$ cat src/rtl/instr_fetch_sequencer.sv
// Program sequencer for the 8-bit CPU: owns the PC, fetches ROM words and
// presents one instruction per three cycles to the decoder.
module instr_fetch_sequencer #(
    parameter int ADDR_W  = 8,
    parameter int INSTR_W = 12,
    parameter int CNT_W   = 16
) (
    input  logic               clk,
    input  logic               rst_n,
    input  logic               run,
    input  logic [INSTR_W-1:0] rom_data,
    input  logic               sel_pc,
    input  logic               sel_br,
    input  logic [ADDR_W-1:0]  PC_IN,
    output logic [ADDR_W-1:0]  rom_addr,
    output logic [ADDR_W-1:0]  pc,
    output logic [3:0]         opcode,
    output logic [7:0]         K,
    output logic               instr_valid,
    output logic               halted,
    output logic [CNT_W-1:0]   retired
);

    // One-hot so instr_valid is a single flop bit.
    typedef enum logic [3:0] {
        IDLE  = 4'b0001,
        FETCH = 4'b0010,
        LATCH = 4'b0100,
        EXEC  = 4'b1000
    } state_t;

    localparam logic [CNT_W-1:0] CNT_MAX = '1;

    state_t             state_q, state_d;
    logic [ADDR_W-1:0]  pc_q, pc_d;
    logic [INSTR_W-1:0] ir_q, ir_d;
    logic               halted_q, halted_d;
    logic [CNT_W-1:0]   retired_q, retired_d;
    logic [ADDR_W-1:0]  pc_next;
    logic               halt_hit;

    always_comb begin
        pc_next = pc_q + ADDR_W'(1);
        if (sel_pc) begin
            pc_next = PC_IN;
        end else if (sel_br) begin
            pc_next = pc_q + ADDR_W'(2);
        end
    end

    assign halt_hit = sel_pc && (PC_IN == pc_q);

    always_comb begin
        state_d   = state_q;
        pc_d      = pc_q;
        ir_d      = ir_q;
        halted_d  = halted_q;
        retired_d = retired_q;
        unique case (1'b1)
            state_q[0]: begin
                if (run && !halted_q) begin
                    state_d = FETCH;
                end
            end
            state_q[1]: begin
                state_d = LATCH;
            end
            state_q[2]: begin
                ir_d    = rom_data;
                state_d = EXEC;
            end
            state_q[3]: begin
                if (retired_q != CNT_MAX) begin
                    retired_d = retired_q + CNT_W'(1);
                end
                if (halt_hit) begin
                    halted_d = 1'b1;
                    state_d  = IDLE;
                end else begin
                    pc_d    = pc_next;
                    state_d = run ? FETCH : IDLE;
                end
            end
            default: begin
                state_d = IDLE;
            end
        endcase
    end

    always_ff @(posedge clk or negedge rst_n) begin
        if (!rst_n) begin
            state_q   <= IDLE;
            pc_q      <= '0;
            ir_q      <= '0;
            halted_q  <= 1'b0;
            retired_q <= '0;
        end else begin
            state_q   <= state_d;
            pc_q      <= pc_d;
            ir_q      <= ir_d;
            halted_q  <= halted_d;
            retired_q <= retired_d;
        end
    end

    assign pc          = pc_q;
    assign rom_addr    = pc_q;
    assign opcode      = ir_q[INSTR_W-1 -: 4];
    assign K           = ir_q[7:0];
    assign instr_valid = state_q[3];
    assign halted      = halted_q;
    assign retired     = retired_q;

endmodule

$ cat config.mk
export PLATFORM = sky130hd
export DESIGN_NAME = instr_fetch_sequencer
export DESIGN_NICKNAME = d
export VERILOG_FILES = /design/src/rtl/instr_fetch_sequencer.sv
export SDC_FILE = /design/constraint.sdc
export NUM_CORES = 1
export LEC_CHECK = 0
export CAP_MARGIN = 40
export CORE_ASPECT_RATIO = 1.2
export CORE_MARGIN = 2
export CORE_UTILIZATION = 45
export DETAILED_ROUTE_END_ITERATION = 10
export PLACE_DENSITY = 0.79
export SETUP_SLACK_MARGIN = 0.05
export SYNTH_ARGS = -nofsm -noshare
export SYNTH_HDL_FRONTEND = slang
export SYNTH_SLANG_ARGS = --single-unit
$ cat constraint.sdc
create_clock -name clk -period 4.3 [get_ports clk]
set_clock_uncertainty 0.05 [all_clocks]
set_input_delay 1.29 -clock clk [delete_from_list [all_inputs] [get_ports clk]]
set_output_delay 1.29 -clock clk [all_outputs]
set_load 0.005 [all_outputs]
Word-level counts from Yosys, hierarchy flattened. Index checks and enable logic that the tools add are counted.

Output and inout bits: 46. Register bits: 41. Input bits: 25. Logic and storage cells: 23.

Muxes and demuxes: 6. Equal/unequal tests: 2. Bitwise operators: 1. Reductions and logical operators: 6. Add/sub/neg operators: 3.

Operators by type and width (count): 16-bit by 1-bit adder with 16-bit output (second input constant) (1); 8-bit 2-to-1 mux (2); 16-bit != test (second input constant) (1); 4-bit case mux with 4 select lines (1); 8-bit by 1-bit adder with 8-bit output (second input constant) (1); 8-bit by 2-bit adder with 8-bit output (second input constant) (1); 8-bit equality test (1); 2-bit 2-to-1 mux (3); 2-bit AND reduction (3); 1-bit logical AND (2); 1-bit zero test (1); 1-bit inverter (1).

Longest topological paths before layout.
Depth in word-level cells: 4. Gate-level depth with buffers: 7. Gate-level depth less buffers: 6.

Worst setup path after synthesis. Ideal clock, no wire load.

Kind: input to register. Start: in sel_pc. End: reg pc_q[3], in the netlist pc[3]. Path slack: 1821 ps. Data required time: 4123 ps. Arrival: 2302 ps. Library setup time: 127 ps. Cell stages on the path: 5. Cell sequence: buf_2 -> o2111ai_2 -> o41ai_4 -> buf_6 -> o211ai_2.

Longest elaborated chain between the ends: 3. Elaborated cells between the ends (all ways): 4.

RTL lines: from (decl) (RTL line 12) `input logic sel_pc,`; 1-bit logical AND (RTL line 51) `assign halt_hit = sel_pc && (PC_IN == pc_q);`; 1-bit inverter (no line); 2-bit AND reduction (no line); to (signal assigned) (RTL line 99) `pc_q <= pc_d;`; to (decl) (RTL line 35) `logic [ADDR_W-1:0] pc_q, pc_d;`.

Several ways; a longest one is shown, not always the timed one. A chain may end at the register's enable or synchronous reset.

Final worst setup path.
Start: in PC_IN[6]. End: reg pc_q[7], in the netlist pc[7].

Longest elaborated chain between the ends: 4.

RTL lines: from (decl) (RTL line 14) `input logic [ADDR_W-1:0] PC_IN,`; 8-bit equality test (RTL line 51); 1-bit logical AND (RTL line 51); 1-bit inverter (no line); 2-bit AND reduction (no line).

Every way passes these cells.

==> flow_summary.ini <==
[route]
route.detailed.wl_per_inst_um = 14.11
firstDrtPassIters = 4
postRouteWirelength_mm = 4.500
ant_nets = 0
drt_iter0_drc = 69
detail_route.vias_per_cell = 5.436
via_count = 1734
drcViolationCount = 0

[synth]
mean_area_per_synthesized_cell_um2 = 10.96
async_flop_share_pct = 100.0
ys_top_cells_by_count = sky130_fd_sc_hd__dfrtp_1 (40), sky130_fd_sc_hd__xnor2_1 (13), sky130_fd_sc_hd__mux2_2 (12), sky130_fd_sc_hd__nand2_1 (12), sky130_fd_sc_hd__o21ai_0 (10)
post-synth-top-count-cell = sky130_fd_sc_hd__dfrtp_1
synth.top_cells.by_area = sky130_fd_sc_hd__dfrtp_1 (46%), sky130_fd_sc_hd__mux2_2 (6.2%), sky130_fd_sc_hd__xnor2_1 (5.2%)
netlist_instances = 198
synth_top_area_share_pct = 46.14
syn_area_mm2 = 0.002170
yosys.cell_types.count = 45
synth_enable_flop_cells = 0
synth_fp_nets = 226
ff_latch_count_synth = 41
yosysSeqAreaShare_pct = 47.35
synth_warnings = 0
netlist.top_cell.by_area = sky130_fd_sc_hd__dfrtp_1
dominantRegCellSynth = sky130_fd_sc_hd__dfrtp_1

[clock_tree]
cts_made_buffers = 5
cts_hold_repair.buffers = 0
number_of_levels_in_the_clock_h_tree = 2
clock-root-buffer = sky130_fd_sc_hd__clkbuf_8
post_cts.repair.setup_buffers = 0
cts.repair.resized = 0
tritoncts = done
numClockSinks = 41
ctsLongestPathBuffers = 2
clk-insertion-delay-late_ps = 290
path_clk_slew_ps = 80

[run]
timing.max_cap.violations = 0

[global_route]
via_count_of_the_first_global_routing_pass = 1660
grt_antenna_before_repair = 0
grt_max_degree = 29
global_route_total_usage_across_every_layer_pct = 18.12
grt_overflow_total = 0
grt_pass1_wl_mm = 7.458

[power]
power.total_mw = 1.665
power.density_cell_area_mw_per_mm2 = 564.7
power_leakage_nw = 1.217
worst_supply_voltage_drop_on_vdd_uv = 310.8

[die]
core_region_area_mm2 = 0.004628
die_area_mm2 = 0.005395
ios = 71
fp-row-count = 27
initial_utilization_pct = 46.88
dieHeight_um = 80.06
die-width_um = 67.39

[worst_hold_path]
hold_path.class = flop to flop
min_from = state_q[1]$_DFF_PN0_

[timing]
report.final.hold_viol_count = 0
slew_headroom_pct = 52.72
fin_setup_tns_ps = 0
tightestPinTransition_ps = 706.8
grt_setup_unrepaired = no
max_clock_freq_mhz = 329.1
final-setup-viol-count = 0
final-max-slew-violation-count = 0
final.setup.worst_slack_ps = 1262
final_period_minus_worst_setup_slack_ps = 3038
post-route-period-util_pct = 70.66

[worst_setup_path]
timing.critical_path.max_delay_family = compound AO/OA/AOI/OAI gates
cpPeakStageDelay_ps = 730
critical_path.max_fanout = 13
arrival_time_worst_endpoint_ps = 3170
ordered_list_of_cells_on_the_worst_path = clkdlybuf4s50_1 -> xnor2_1 -> o2111ai_2 -> o41ai_4 -> a21oi_1 -> o22a_1
cp-startpoint = PC_IN[6]
critical_path.startpoint_type = primary input
endpoint_kind = flop
critPathKind = primary input to flop
critical_path.slowest_cell = sky130_fd_sc_hd__o41ai_4
data_required_critical_path_ps = 4430
cp_num_buf_inv = 1
r2r_start = pc[3]$_DFFE_PN0P_

[final_layout]
antenna_cells_inserted = 0
nFillCells = 417
final_cell_count_no_fill = 319
multi_input_area_mm2 = 0.001016
layout-drive-gt1-share_pct = 13.03
area_growth_syn_to_layout_pct = 35.87
finish.instance_area_mm2 = 0.002948
layout.area.seq_mm2 = 0.001027
nets = 288

[placement]
globalplace.congestion = 0.8573
dp_hpwl_mm = 3.348
post-place-cells = 311
detailed_place.area_mm2 = 0.002854
port-buffer-count = 70
worst_slack_at_placement_ps = 947.0

[outcome]
run_status = finished, final reports clean
cell families (layout without fill, tap and decap cells):
| family | count (synthesis) | in the layout | synth area share, % |
|---|---|---|---|
| xor+xnor | 22 | 22 | 9.228 |
| mux | 15 | 15 | 7.843 |
| flops | 41 | 41 | 47.35 |
| fa+ha+maj | 3 | 3 | 1.730 |
| buf+inv | 21 | 84 | 5.825 |
| compound gates | 39 | 39 | 13.67 |
| simple gates | 57 | 57 | 14.36 |
worst register-to-register path, stage by stage (launching register included):
cell	delay (ps)
sky130_fd_sc_hd__dfrtp_1	540
sky130_fd_sc_hd__xnor2_2	160
sky130_fd_sc_hd__o2111ai_2	180
sky130_fd_sc_hd__o41ai_4	730
sky130_fd_sc_hd__a21oi_1	80
sky130_fd_sc_hd__o22a_1	200
cells in the final DEF (no fill, tap or decap), types with 3 or more instances in the layout:
master / n
sky130_fd_sc_hd__xnor2_1: 13
sky130_fd_sc_hd__inv_1: 4
sky130_fd_sc_hd__o21ai_0: 10
sky130_fd_sc_hd__clkdlybuf4s50_1: 69
sky130_fd_sc_hd__nor3_1: 5
sky130_fd_sc_hd__xor2_1: 8
sky130_fd_sc_hd__nand3_1: 7
sky130_fd_sc_hd__o21a_1: 3
sky130_fd_sc_hd__mux2_2: 12
sky130_fd_sc_hd__nand2_1: 12
sky130_fd_sc_hd__and4_1: 3
sky130_fd_sc_hd__ha_1: 3
sky130_fd_sc_hd__dfrtp_1: 40
sky130_fd_sc_hd__nor2_1: 9
sky130_fd_sc_hd__a21oi_1: 9
sky130_fd_sc_hd__clkbuf_8: 6
sky130_fd_sc_hd__nand4_1: 5
sky130_fd_sc_hd__nand2b_1: 5
final timing paths:
| check | end | slack (ps) | cells past startpoint |
|---|---|---|---|
| min in group asynchronous | retired[13]$_DFFE_PN0P_ | 850 | 1 |
| hold / removal | state_q[2]$_DFF_PN0_ | 330 | 0 |
| setup reg to reg | pc[7]$_DFFE_PN0P_ | 2260 | 5 |
| hold reg to reg | state_q[2]$_DFF_PN0_ | 330 | 0 |
| max in group asynchronous | state_q[0]$_DFF_PN1_ | 2810 | 2 |
| setup / recovery | pc[7]$_DFFE_PN0P_ | 1260 | 6 |
flip-flops by register name, indices dropped and copies added, names as in the netlist:
register  cells
retired      16
ir_q         12
pc            8
state_q       4
halted        1
metal layers:
metal / wire [um] / share of wire [%] / GRT usage, % / up-vias
met3: 277 / 6.2 / 5.042 / 5
met1: 1915 / 43 / 22.61 / 840
li1: - / - / - / 818
met4: 38 / 0.84 / 4.490 / 0
met5: 0 / 0 / 0 / -
met2: 2269 / 50 / 30.69 / 71
area by class of cell:
| type | instances | share of cell area, % |
|---|---|---|
| repair buffers | 72 | 24.53 |
| inverters | 4 | 0.5093 |
| well taps | 58 | 2.462 |
| clock inverters | 1 | 0.2547 |
| clock buffers | 7 | 2.929 |
| multi-input cells | 136 | 34.47 |
| flip-flops and latches | 41 | 34.85 |
power by group:
part           switching [mW]  total (mW)  internal [mW]
logic                   0.247       0.710          0.463
clock network           0.130       0.261          0.130
registers               0.176       0.694          0.518
total                   0.553        1.66           1.11
stage by stage:
step	util, %	hold WS, ps
finish	63.69	329.4
floorplan	-	380.6
global placement	61.23	316.7
CTS	63.69	331.8
global route	63.69	337.5
detailed placement	61.67	320.8
(Power assumes the default switching activity.)
